<file path="config.mk">
export PLATFORM = sky130hd
export DESIGN_NAME = exe_stage
export DESIGN_NICKNAME = d
export VERILOG_FILES = /design/src/rtl/exe_pkg.sv /design/src/rtl/muldiv_iter.sv /design/src/rtl/exe_stage.sv
export SDC_FILE = /design/constraint.sdc
export NUM_CORES = 1
export LEC_CHECK = 0
export CAP_MARGIN = 10
export CORE_ASPECT_RATIO = 0.9
export CORE_MARGIN = 2
export CORE_UTILIZATION = 30
export CTS_CLUSTER_SIZE = 12
export DETAILED_ROUTE_END_ITERATION = 10
export PLACE_DENSITY = 0.56
export SYNTH_ARGS = -nofsm -noshare
export SYNTH_HDL_FRONTEND = slang
export SYNTH_SLANG_ARGS = --single-unit
</file>
<file path="constraint.sdc">
create_clock -name clk -period 3.5 [get_ports clk]
set_input_delay 0.7 -clock clk [delete_from_list [all_inputs] [get_ports clk]]
set_output_delay 0.7 -clock clk [all_outputs]
set_load 0.05 [all_outputs]
</file>
<file path="src/rtl/exe_pkg.sv">
// Shared definitions for the execute stage: ALU op codes, M-unit state encoding.
package exe_pkg;

  localparam logic [4:0] ALUOP_ADD    = 5'd0;
  localparam logic [4:0] ALUOP_SUB    = 5'd1;
  localparam logic [4:0] ALUOP_SLL    = 5'd2;
  localparam logic [4:0] ALUOP_SLT    = 5'd3;
  localparam logic [4:0] ALUOP_SLTU   = 5'd4;
  localparam logic [4:0] ALUOP_XOR    = 5'd5;
  localparam logic [4:0] ALUOP_SRL    = 5'd6;
  localparam logic [4:0] ALUOP_SRA    = 5'd7;
  localparam logic [4:0] ALUOP_OR     = 5'd8;
  localparam logic [4:0] ALUOP_AND    = 5'd9;
  localparam logic [4:0] ALUOP_PASSB  = 5'd10;
  localparam logic [4:0] ALUOP_MUL    = 5'd16;
  localparam logic [4:0] ALUOP_MULH   = 5'd17;
  localparam logic [4:0] ALUOP_MULHSU = 5'd18;
  localparam logic [4:0] ALUOP_MULHU  = 5'd19;
  localparam logic [4:0] ALUOP_DIV    = 5'd20;
  localparam logic [4:0] ALUOP_DIVU   = 5'd21;
  localparam logic [4:0] ALUOP_REM    = 5'd22;
  localparam logic [4:0] ALUOP_REMU   = 5'd23;

  typedef enum logic [1:0] {MD_IDLE, MD_CALC, MD_DONE} md_state_t;

  function automatic logic is_mdu(input logic [4:0] op);
    return op[4];
  endfunction

endpackage

</file>
<file path="src/rtl/muldiv_iter.sv">
// Iterative radix-2 multiply/divide: shift-add multiply, restoring divide,
// magnitudes in, sign fixed up in DONE. Division corner cases bypass CALC.
module muldiv_iter
  import exe_pkg::*;
#(
  parameter int XLEN    = 32,
  parameter int MD_ITER = 32
) (
  input  logic            clk,
  input  logic            rstb,
  input  logic            start,
  input  logic [4:0]      op,
  input  logic [XLEN-1:0] a,
  input  logic [XLEN-1:0] b,
  output logic            busy,
  output logic            done,
  output logic [XLEN-1:0] result
);
  localparam int CW = $clog2(MD_ITER);

  md_state_t         state, state_n;
  logic [CW-1:0]     cnt;
  logic [4:0]        op_q;
  logic              neg_q;
  logic [2*XLEN-1:0] p, p_step, prod;
  logic [XLEN-1:0]   m, a_mag, b_mag, quo, rem;
  logic              a_sgn, b_sgn, neg, special;
  logic [XLEN:0]     sh, add;
  logic [XLEN+1:0]   diff;

  // Operand conditioning at start time
  always_comb begin
    a_sgn   = (op == ALUOP_MULH || op == ALUOP_MULHSU || op == ALUOP_DIV || op == ALUOP_REM) && a[XLEN-1];
    b_sgn   = (op == ALUOP_MULH || op == ALUOP_DIV || op == ALUOP_REM) && b[XLEN-1];
    a_mag   = a_sgn ? -a : a;
    b_mag   = b_sgn ? -b : b;
    neg     = (op == ALUOP_REM) ? a_sgn : ((op == ALUOP_DIVU || op == ALUOP_REMU) ? 1'b0 : a_sgn ^ b_sgn);
    special = op[2] && ((b == '0) ||
              ((op == ALUOP_DIV || op == ALUOP_REM) && a == {1'b1, {(XLEN-1){1'b0}}} && b == '1));
  end

  // One iteration step; p holds {rem, quo} for divide, {hi, lo/multiplier} for multiply
  always_comb begin
    sh   = {p[2*XLEN-1:XLEN], p[XLEN-1]};
    diff = {1'b0, sh} - {2'b0, m};
    add  = {1'b0, p[2*XLEN-1:XLEN]} + (p[0] ? {1'b0, m} : '0);
    if (op_q[2])
      p_step = diff[XLEN+1] ? {sh[XLEN-1:0], p[XLEN-2:0], 1'b0}
                            : {diff[XLEN-1:0], p[XLEN-2:0], 1'b1};
    else
      p_step = {add, p[XLEN-1:1]};
  end

  always_comb begin
    state_n = state;
    case (state)
      MD_IDLE: if (start) state_n = special ? MD_DONE : MD_CALC;
      MD_CALC: if (cnt == CW'(MD_ITER-1)) state_n = MD_DONE;
      MD_DONE: state_n = MD_IDLE;
      default: state_n = MD_IDLE;
    endcase
  end

  always_ff @(posedge clk or negedge rstb) begin
    if (!rstb) begin
      state <= MD_IDLE;
      cnt   <= '0;
      op_q  <= '0;
      neg_q <= 1'b0;
      p     <= '0;
      m     <= '0;
    end else begin
      state <= state_n;
      if (state == MD_IDLE && start) begin
        op_q <= op;
        cnt  <= '0;
        if (special) begin
          // Preload {rem, quo} so DONE needs no separate special-result path
          neg_q <= 1'b0;
          p     <= (b == '0) ? {a, {XLEN{1'b1}}} : {{XLEN{1'b0}}, 1'b1, {(XLEN-1){1'b0}}};
        end else begin
          neg_q <= neg;
          p     <= op[2] ? {{XLEN{1'b0}}, a_mag} : {{XLEN{1'b0}}, b_mag};
          m     <= op[2] ? b_mag : a_mag;
        end
      end else if (state == MD_CALC) begin
        cnt <= cnt + CW'(1);
        p   <= p_step;
      end
    end
  end

  always_comb begin
    prod = neg_q ? -p : p;
    quo  = neg_q ? -p[XLEN-1:0] : p[XLEN-1:0];
    rem  = neg_q ? -p[2*XLEN-1:XLEN] : p[2*XLEN-1:XLEN];
    if (op_q[2])      result = op_q[1] ? rem : quo;
    else if (op_q == ALUOP_MUL) result = prod[XLEN-1:0];
    else              result = prod[2*XLEN-1:XLEN];
  end

  assign busy = (state == MD_IDLE && start) || state == MD_CALC;
  assign done = (state == MD_DONE);

endmodule

</file>
<file path="src/rtl/exe_stage.sv">
// RV32IM execute stage: single-cycle ALU, iterative M-unit, EX/MEM register.
module exe_stage
  import exe_pkg::*;
#(
  parameter int XLEN    = 32,
  parameter int MD_ITER = 32
) (
  input  logic            clk,
  input  logic            rstb,
  input  logic            IdEx_Valid,
  input  logic [4:0]      IdEx_AluOp,
  input  logic [XLEN-1:0] IdEx_OpA,
  input  logic [XLEN-1:0] IdEx_OpB,
  input  logic [XLEN-1:0] IdEx_Rs2Data,
  input  logic [XLEN-1:0] IdEx_Pc4,
  input  logic            IdEx_Jump,
  input  logic            IdEx_MemToReg,
  input  logic            IdEx_MemRead,
  input  logic            IdEx_MemWrite,
  input  logic [4:0]      IdEx_RegRd,
  input  logic            IdEx_RegWrite,
  output logic            ExStall,
  output logic [XLEN-1:0] ExMem_AluResult,
  output logic [XLEN-1:0] ExMem_AluB_Pc4,
  output logic            ExMem_MemToReg,
  output logic            ExMem_MemRead,
  output logic            ExMem_MemWrite,
  output logic [4:0]      ExMem_RegRd,
  output logic            ExMem_RegWrite
);
  logic [XLEN-1:0] alu, md_result;
  logic [4:0]      shamt;
  logic            md_busy, md_done;

  muldiv_iter #(.XLEN(XLEN), .MD_ITER(MD_ITER)) u_md (
    .clk    (clk),
    .rstb   (rstb),
    .start  (IdEx_Valid && is_mdu(IdEx_AluOp)),
    .op     (IdEx_AluOp),
    .a      (IdEx_OpA),
    .b      (IdEx_OpB),
    .busy   (md_busy),
    .done   (md_done),
    .result (md_result)
  );

  assign ExStall = md_busy;
  assign shamt   = IdEx_OpB[4:0];

  always_comb begin
    alu = '0;
    case (IdEx_AluOp)
      ALUOP_ADD:   alu = IdEx_OpA + IdEx_OpB;
      ALUOP_SUB:   alu = IdEx_OpA - IdEx_OpB;
      ALUOP_SLL:   alu = IdEx_OpA << shamt;
      ALUOP_SLT:   alu = {{(XLEN-1){1'b0}}, $signed(IdEx_OpA) < $signed(IdEx_OpB)};
      ALUOP_SLTU:  alu = {{(XLEN-1){1'b0}}, IdEx_OpA < IdEx_OpB};
      ALUOP_XOR:   alu = IdEx_OpA ^ IdEx_OpB;
      ALUOP_SRL:   alu = IdEx_OpA >> shamt;
      ALUOP_SRA:   alu = $unsigned($signed(IdEx_OpA) >>> shamt);
      ALUOP_OR:    alu = IdEx_OpA | IdEx_OpB;
      ALUOP_AND:   alu = IdEx_OpA & IdEx_OpB;
      ALUOP_PASSB: alu = IdEx_OpB;
      default:     alu = '0;
    endcase
  end

  // Stall cycles push a bubble: control cleared, data left as is
  always_ff @(posedge clk or negedge rstb) begin
    if (!rstb) begin
      ExMem_AluResult <= '0;
      ExMem_AluB_Pc4  <= '0;
      ExMem_MemToReg  <= 1'b0;
      ExMem_MemRead   <= 1'b0;
      ExMem_MemWrite  <= 1'b0;
      ExMem_RegRd     <= '0;
      ExMem_RegWrite  <= 1'b0;
    end else if (ExStall) begin
      ExMem_MemToReg  <= 1'b0;
      ExMem_MemRead   <= 1'b0;
      ExMem_MemWrite  <= 1'b0;
      ExMem_RegWrite  <= 1'b0;
    end else begin
      ExMem_AluResult <= md_done ? md_result : alu;
      ExMem_AluB_Pc4  <= IdEx_Jump ? IdEx_Pc4 : IdEx_Rs2Data;
      ExMem_RegRd     <= IdEx_RegRd;
      ExMem_MemToReg  <= IdEx_Valid && IdEx_MemToReg;
      ExMem_MemRead   <= IdEx_Valid && IdEx_MemRead;
      ExMem_MemWrite  <= IdEx_Valid && IdEx_MemWrite;
      ExMem_RegWrite  <= IdEx_Valid && IdEx_RegWrite;
    end
  end

endmodule

</file>
* After elaboration in Yosys (flattened, before gate mapping)
Index checks and enable logic that the tools add are counted.
Word-level totals: register bits after elaboration 182, input port bits 146, output and inout port bits 74, logic and storage cells 116
Operators by class: add/subtract/negate cells 10, $lt $le $gt $ge 2, equality and inequality tests 24, shifts and indexed selects 3, mux-type cells 33, bitwise gates (word level) 5, reduce and logical (&&, ||, !) cells 26
Operators by type and width (number):
- $mux W64 | 7
- $mux W32 | 12
- $pmux W32 S11 | 1
- $neg A32 Y32 | 4
- $eq A32 B32 Y1 const B | 2
- $lt A32 B32 Y1 | 2
- $neg A64 Y64 | 1
- $eq A5 B5 Y1 const B | 8
- $sub A33 B32 Y34 | 1
- $add A32 B33 Y33 | 1
- $add A32 B32 Y32 | 1
- $and A32 B32 Y32 | 1
- $logic_not A32 Y1 | 1
- $or A32 B32 Y32 | 1
- $shl A32 B5 Y32 | 1
- $shr A32 B5 Y32 | 1
- $sshr A32 B5 Y32 | 1
- $sub A32 B32 Y32 | 1
- $xor A32 B32 Y32 | 1
- $eq A5 B3 Y1 const B | 4
- $eq A5 B4 Y1 const B | 3
- $logic_and A1 B1 Y1 | 11
- $eq A5 B2 Y1 const B | 2
- $mux W5 | 2
- 15 further kinds | 33

* Longest topological paths before layout
depth after elaboration 9, depth in mapped cells 16, depth with buffers taken out 14

* By module
Synthesis repeated with hierarchy kept, for this count alone.
Second synthesis, totals: cells, all modules 3605, area, all modules 26723.1 µm²
By module, submodules not included:
- muldiv_iter | instances 1, cells an instance 1948, area an instance 14128.6 µm², sequential area each 2727.6 µm²
- exe_stage | instances 1, cells an instance 1657, area an instance 12594.6 µm², sequential area each 1826.8 µm²

* Worst setup path before layout
No wires, ideal clock.
kind input-to-reg, from in IdEx_OpB[2], to reg ExMem_AluResult[26], setup time 0.126 ns, data arrival time 4.623 ns, required time 3.374 ns, setup slack -1.249 ns, cell stages on the path 16, path buffers 4, cells stage by stage inv_1 -> clkbuf_1 -> buf_1 -> buf_1 -> ha_1 -> clkbuf_1 -> nand2b_1 -> a21oi_1 -> o211ai_1 -> a21oi_1 -> a41oi_1 -> o21a_1 -> nor2_1 -> mux2_2 -> a221o_1 -> a221o_1
Between the ends: cells in the longest elaborated chain, start to end 3, elaborated cells on any way between the ends 7, classes of those cells 2 x add/sub; 3 x shift; 2 x mux
Ends and longest elaborated chain:
- start, declared | RTL line exe_stage.sv:13 | input logic [XLEN-1:0] IdEx_OpB,
- $sub A32 B32 Y32 (tied with other cells) | RTL line exe_stage.sv:54 | ALUOP_SUB: alu = IdEx_OpA - IdEx_OpB;
- $pmux W32 S11 (*) | RTL line exe_stage.sv:52 | case (IdEx_AluOp)
- $mux W32 (*) | RTL line exe_stage.sv:84 | ExMem_AluResult <= md_done ? md_result : alu;
- end signal, assigned | RTL line exe_stage.sv:84
- end, declared | RTL line exe_stage.sv:23 | output logic [XLEN-1:0] ExMem_AluResult,
Every way passes the cells marked *; elsewhere a longest branch is shown, timed or not. A chain may end at the register's enable or synchronous reset.

* Final worst setup path
from reg u_md.p[32], to reg u_md.p[36]
Between the ends: cells in the longest elaborated chain, start to end 5, elaborated cells on any way between the ends 6, classes of those cells 2 x add/sub; 4 x mux
Ends and longest elaborated chain:
- start, declared | RTL line muldiv_iter.sv:25 | logic [2*XLEN-1:0] p, p_step, prod;
- start signal, assigned | RTL line muldiv_iter.sv:80 | p <= (b == '0) ? {a, {XLEN{1'b1}}} : {{XLEN{1'b0}}, 1'b1, {(XLEN-1){1'b0}}};
- start signal, assigned | RTL line muldiv_iter.sv:83 | p <= op[2] ? {{XLEN{1'b0}}, a_mag} : {{XLEN{1'b0}}, b_mag};
- start signal, assigned | RTL line muldiv_iter.sv:88 | p <= p_step;
- $sub A33 B32 Y34 | RTL line muldiv_iter.sv:45 | diff = {1'b0, sh} - {2'b0, m};
- $mux W64 | RTL line muldiv_iter.sv:48 | p_step = diff[XLEN+1] ? {sh[XLEN-1:0], p[XLEN-2:0], 1'b0}
- $mux W64 (*) | RTL line muldiv_iter.sv:47 | if (op_q[2])
- $mux W64 (*) | RTL line muldiv_iter.sv:86 | end else if (state == MD_CALC) begin
- $mux W64 (*) | RTL line muldiv_iter.sv:74 | if (state == MD_IDLE && start) begin
Every way passes the cells marked *; elsewhere a longest branch is shown, timed or not. The select of a mux whose other input is x is not followed.

==> impl_metrics.tcl <==
set metrics [dict create \
    r2r_slack_ns -0.02 \
    syn_nets 3802 \
    portBuffers 219 \
    p_leak_nw 16.0 \
    rsz0062_at_grt "yes" \
    p_sw_share_pct 52.4 \
    nNetsFinal 4651 \
    stdcell_count 5472 \
    placed_cells 5417 \
    io_pins 220 \
    intPower_mw 12.8 \
    initial_core_util_pct 30.2 \
    p_per_area_mw_per_mm2 735 \
    fmax_mhz 284 \
    die_y_um 280 \
    ys_seq_area_share_pct 17.9 \
    cp-end-kind "flop" \
    timing.critical_path.arrival_ns 3.94 \
    antenna_found_initial 1 \
    p_comb_share_pct 76.9 \
    drv_slew 0 \
    critPathKind "flop to flop" \
    crit-reg2reg-capture "u_md.p[36]$_DFFE_PN0N_" \
    clk_pin_slew_worst_paths_ns 0.09 \
    syn_inst 3477 \
    cp-start-kind "flop" \
    use_met1_pct 43.5 \
    final_common_cell "buf_4" \
    vias 31732 \
    die_width_um 311 \
    clk_path_buf_depth 2 \
    worst_slew_pin_slew_ns 0.959 \
    syn_to_final_growth_pct 43.8 \
    hold_class "input port to asynchronous set/reset pin" \
    core-area_mm2 0.0842 \
    layout_min_cycle_time_ns 3.52 \
    fin_hold_ws_ns 0.217 \
    antenna_left 0 \
    cp_slowest_stage_delay_ns 0.45 \
    slew_headroom_pct 36.1 \
    grt_use_met2_pct 44.6 \
    critPathBufInv 4 \
    die-area_mm2 0.0870 \
    drt-initial-drc-count 4102 \
    placedInstanceArea_mm2 0.0350 \
    use_met3_pct 6.23 \
    first_pass_iters 8 \
    grt_pass1_vias 29328 \
    synth_cell_types 91 \
    rr_startpoint "u_md.p[32]$_DFFE_PN0N_" \
    cts_sinks 182 \
    viasPerCell 5.80 \
    syn_area_mm2 0.0254 \
    p_sw_mw 14.1 \
    cts_root_buf "clkbuf_16" \
    grt_first_pass_wirelength_um 200000 \
    avgRoutedWirePerCell_um 25.2 \
    required_ns 3.92 \
    cts_tree "done" \
    violations "negative setup slack" \
    top_usage_layer "met2" \
    ys_warn_count 0 \
    slowest_stage "a221o_2" \
    clock_latency_ns 0.51 \
    setup_slack_ns -0.0188 \
    drc 0 \
    synthArstFlopShare_pct 100 \
    rows 101 \
    syn_avg_cell_area_um2 7.31 \
    n_antenna_cell 0 \
    finalCritPeriodShare_pct 101 \
    routed_wl_um 138000 \
    skew_ns 0.0239 \
    pwr-share-clk_pct 7.9 \
    synth-edff-count 0 \
    cp_top_family "compound AO/OA/AOI/OAI gates" \
    pwr-share-seq_pct 15.2 \
    rr_worst_depth 15 \
    place_hpwl_um 113000 \
    cts_max_level 4 \
    layout_common_cells "860 x buf_4, 369 x nand2_1, 361 x nor2_1, 324 x a21oi_1, 307 x o21ai_0" \
    path_cells "buf_6 -> ha_4 -> nor2b_4 -> o31a_1 -> o41a_1 -> a221o_2 -> o21ai_2 -> buf_6 -> a21o_4 -> buf_12 -> clkbuf_16 -> nand2_1 -> a21oi_2 -> a221oi_1 -> o21ai_0" \
    cts_made_buffers 17 \
    finalHoldViolations 0 \
    drv_cap 0 \
    outcome "finished, violations left" \
    yosys_most_used_dff "dfrtp_1" \
    setup_viol 2 \
    grt_max_degree 85 \
    grt_usage_pct 30.5 \
    layout-drive-gt1-share_pct 27.1 \
    crit_top_cell "buf_6" \
    crit_fanout 8 \
    synth_seq_cells 182 \
    gr-total-overflow 0 \
    fin_area_mm2 0.0365 \
    post-place-ws_ns -1.00 \
    gp_congestion 1.08 \
    max-vdd-ir-drop_uv 513 \
]
[worst max path at each step]
stage	from	to	slack, ns	depth (start not counted)
floorplan	IdEx_OpB[2]	ExMem_AluResult[26]$_DFFE_PN0P_	-0.10	16
global placement	IdEx_OpA[0]	ExMem_AluResult[18]$_DFFE_PN0P_	-0.97	16
detailed placement	IdEx_OpA[0]	ExMem_AluResult[18]$_DFFE_PN0P_	-1.00	16
CTS	IdEx_OpA[4]	ExMem_AluResult[30]$_DFFE_PN0P_	-0.06	14
global route	u_md.p[0]$_DFFE_PN0N_	u_md.p[60]$_DFFE_PN0N_	-0.06	18
finish	u_md.p[32]$_DFFE_PN0N_	u_md.p[36]$_DFFE_PN0N_	-0.02	15
[state kept, by name (all words and copies together) (netlist names)]
| register | flops |
|---|---|
| ExMem_RegWrite | 1 |
| ExMem_RegRd | 5 |
| u_md.state | 2 |
| u_md.op_q | 5 |
| u_md.cnt | 5 |
| u_md.m | 32 |
| ExMem_MemRead | 1 |
| ExMem_MemWrite | 1 |
| u_md.p | 64 |
| ExMem_AluResult | 32 |
| u_md.neg_q | 1 |
| ExMem_AluB_Pc4 | 32 |
| ExMem_MemToReg | 1 |
[power by group through the flow]
stage | logic (mW) | registers (mW) | clock network (mW)
6_report | 20.7 | 4.08 | 2.11
5_1_grt | 22.2 | 4.19 | 2.20
4_1_cts | 19.2 | 4.05 | 2.14
3_5_place_dp | 18.9 | 4.09 | 0
3_3_place_gp | 18.8 | 4.07 | 0
2_1_floorplan | 10.7 | 5.01 | 0
[synth_stat cells (24+ instances only)]
master	instances	area, µm²
xnor2_1	132	1160
o21ai_0	332	1660
ha_1	175	2190
o211ai_1	60	450
clkbuf_1	225	845
nand3_1	52	260
o221ai_1	26	228
a21o_1	40	300
buf_1	44	165
inv_1	147	552
nor4_1	33	206
nand2_1	371	1390
o31ai_1	34	255
nand2b_1	33	206
nor3_1	50	250
or3_1	24	150
nand4_1	24	150
o22ai_1	41	257
a211oi_1	32	240
a21oi_1	340	1700
mux4_2	54	1220
a31oi_1	38	238
o21a_1	25	188
dfrtp_1	182	4550
nor2_1	371	1390
a22oi_1	26	195
xor2_1	70	613
a221oi_1	43	377
mux2i_1	116	1160
[kinds of logic after synthesis]
logic type | Yosys count | share of synthesized area, %
multiplexers | 181 | 9.84
flip-flops | 182 | 17.9
AO/OA/AOI/OAI | 1223 | 30.6
XOR/XNOR | 202 | 6.96
adder cells (fa/ha/maj) | 179 | 8.93
buffers and inverters | 445 | 6.77
AND/OR/NAND/NOR | 1065 | 19.0
[worst reg2reg max path, stage by stage (launching register included)]
cell	delay (ns)
dfrtp_1	0.42
buf_6	0.15
ha_4	0.22
nor2b_4	0.12
o31a_1	0.31
o41a_1	0.43
a221o_2	0.45
o21ai_2	0.22
buf_6	0.16
a21o_4	0.22
buf_12	0.15
clkbuf_16	0.17
nand2_1	0.07
a21oi_2	0.15
a221oi_1	0.06
o21ai_0	0.15
[metal layers]
| layer | routed length, µm | up-vias |
|---|---|---|
| met2 | 56400 | 1780 |
| li1 | - | 14449 |
| met4 | 6680 | 2 |
| met3 | 14100 | 254 |
| met5 | 12 | - |
| met1 | 60600 | 15247 |
[stage by stage]
stage / power, mW / TNS (ns) / utilization [%]
floorplan: 15.7 / -0.107 / -
global placement: 22.9 / -45.68 / 41.6
detailed placement: 23.0 / -52.67 / 41.6
CTS: 25.4 / -0.174 / 42.5
global route: 28.6 / -0.559 / 43.4
finish: 26.9 / -0.0235 / 43.4
[final cells by class]
| class | count | area (µm²) |
|---|---|---|
| fillers | 8643 | 47600 |
| multi-input cells | 2850 | 19900 |
| repair buffers | 1123 | 9460 |
| flip-flops and latches | 182 | 4560 |
| well taps | 1133 | 1420 |
| inverters | 152 | 593 |
| clock buffers | 17 | 425 |
| clock inverters | 15 | 179 |
[timing repair]
| item | in CTS | in global routing |
|---|---|---|
| pin swaps | 16 | 55 |
| gates resized for setup | 35 | 150 |
| cloned | 0 | 3 |
| hold buffers | 0 | 0 |
| endpoints found under the setup margin | 46 | 111 |
| setup buffers | 4 | 18 |
Note: power is estimated with default switching activity, not from simulation.
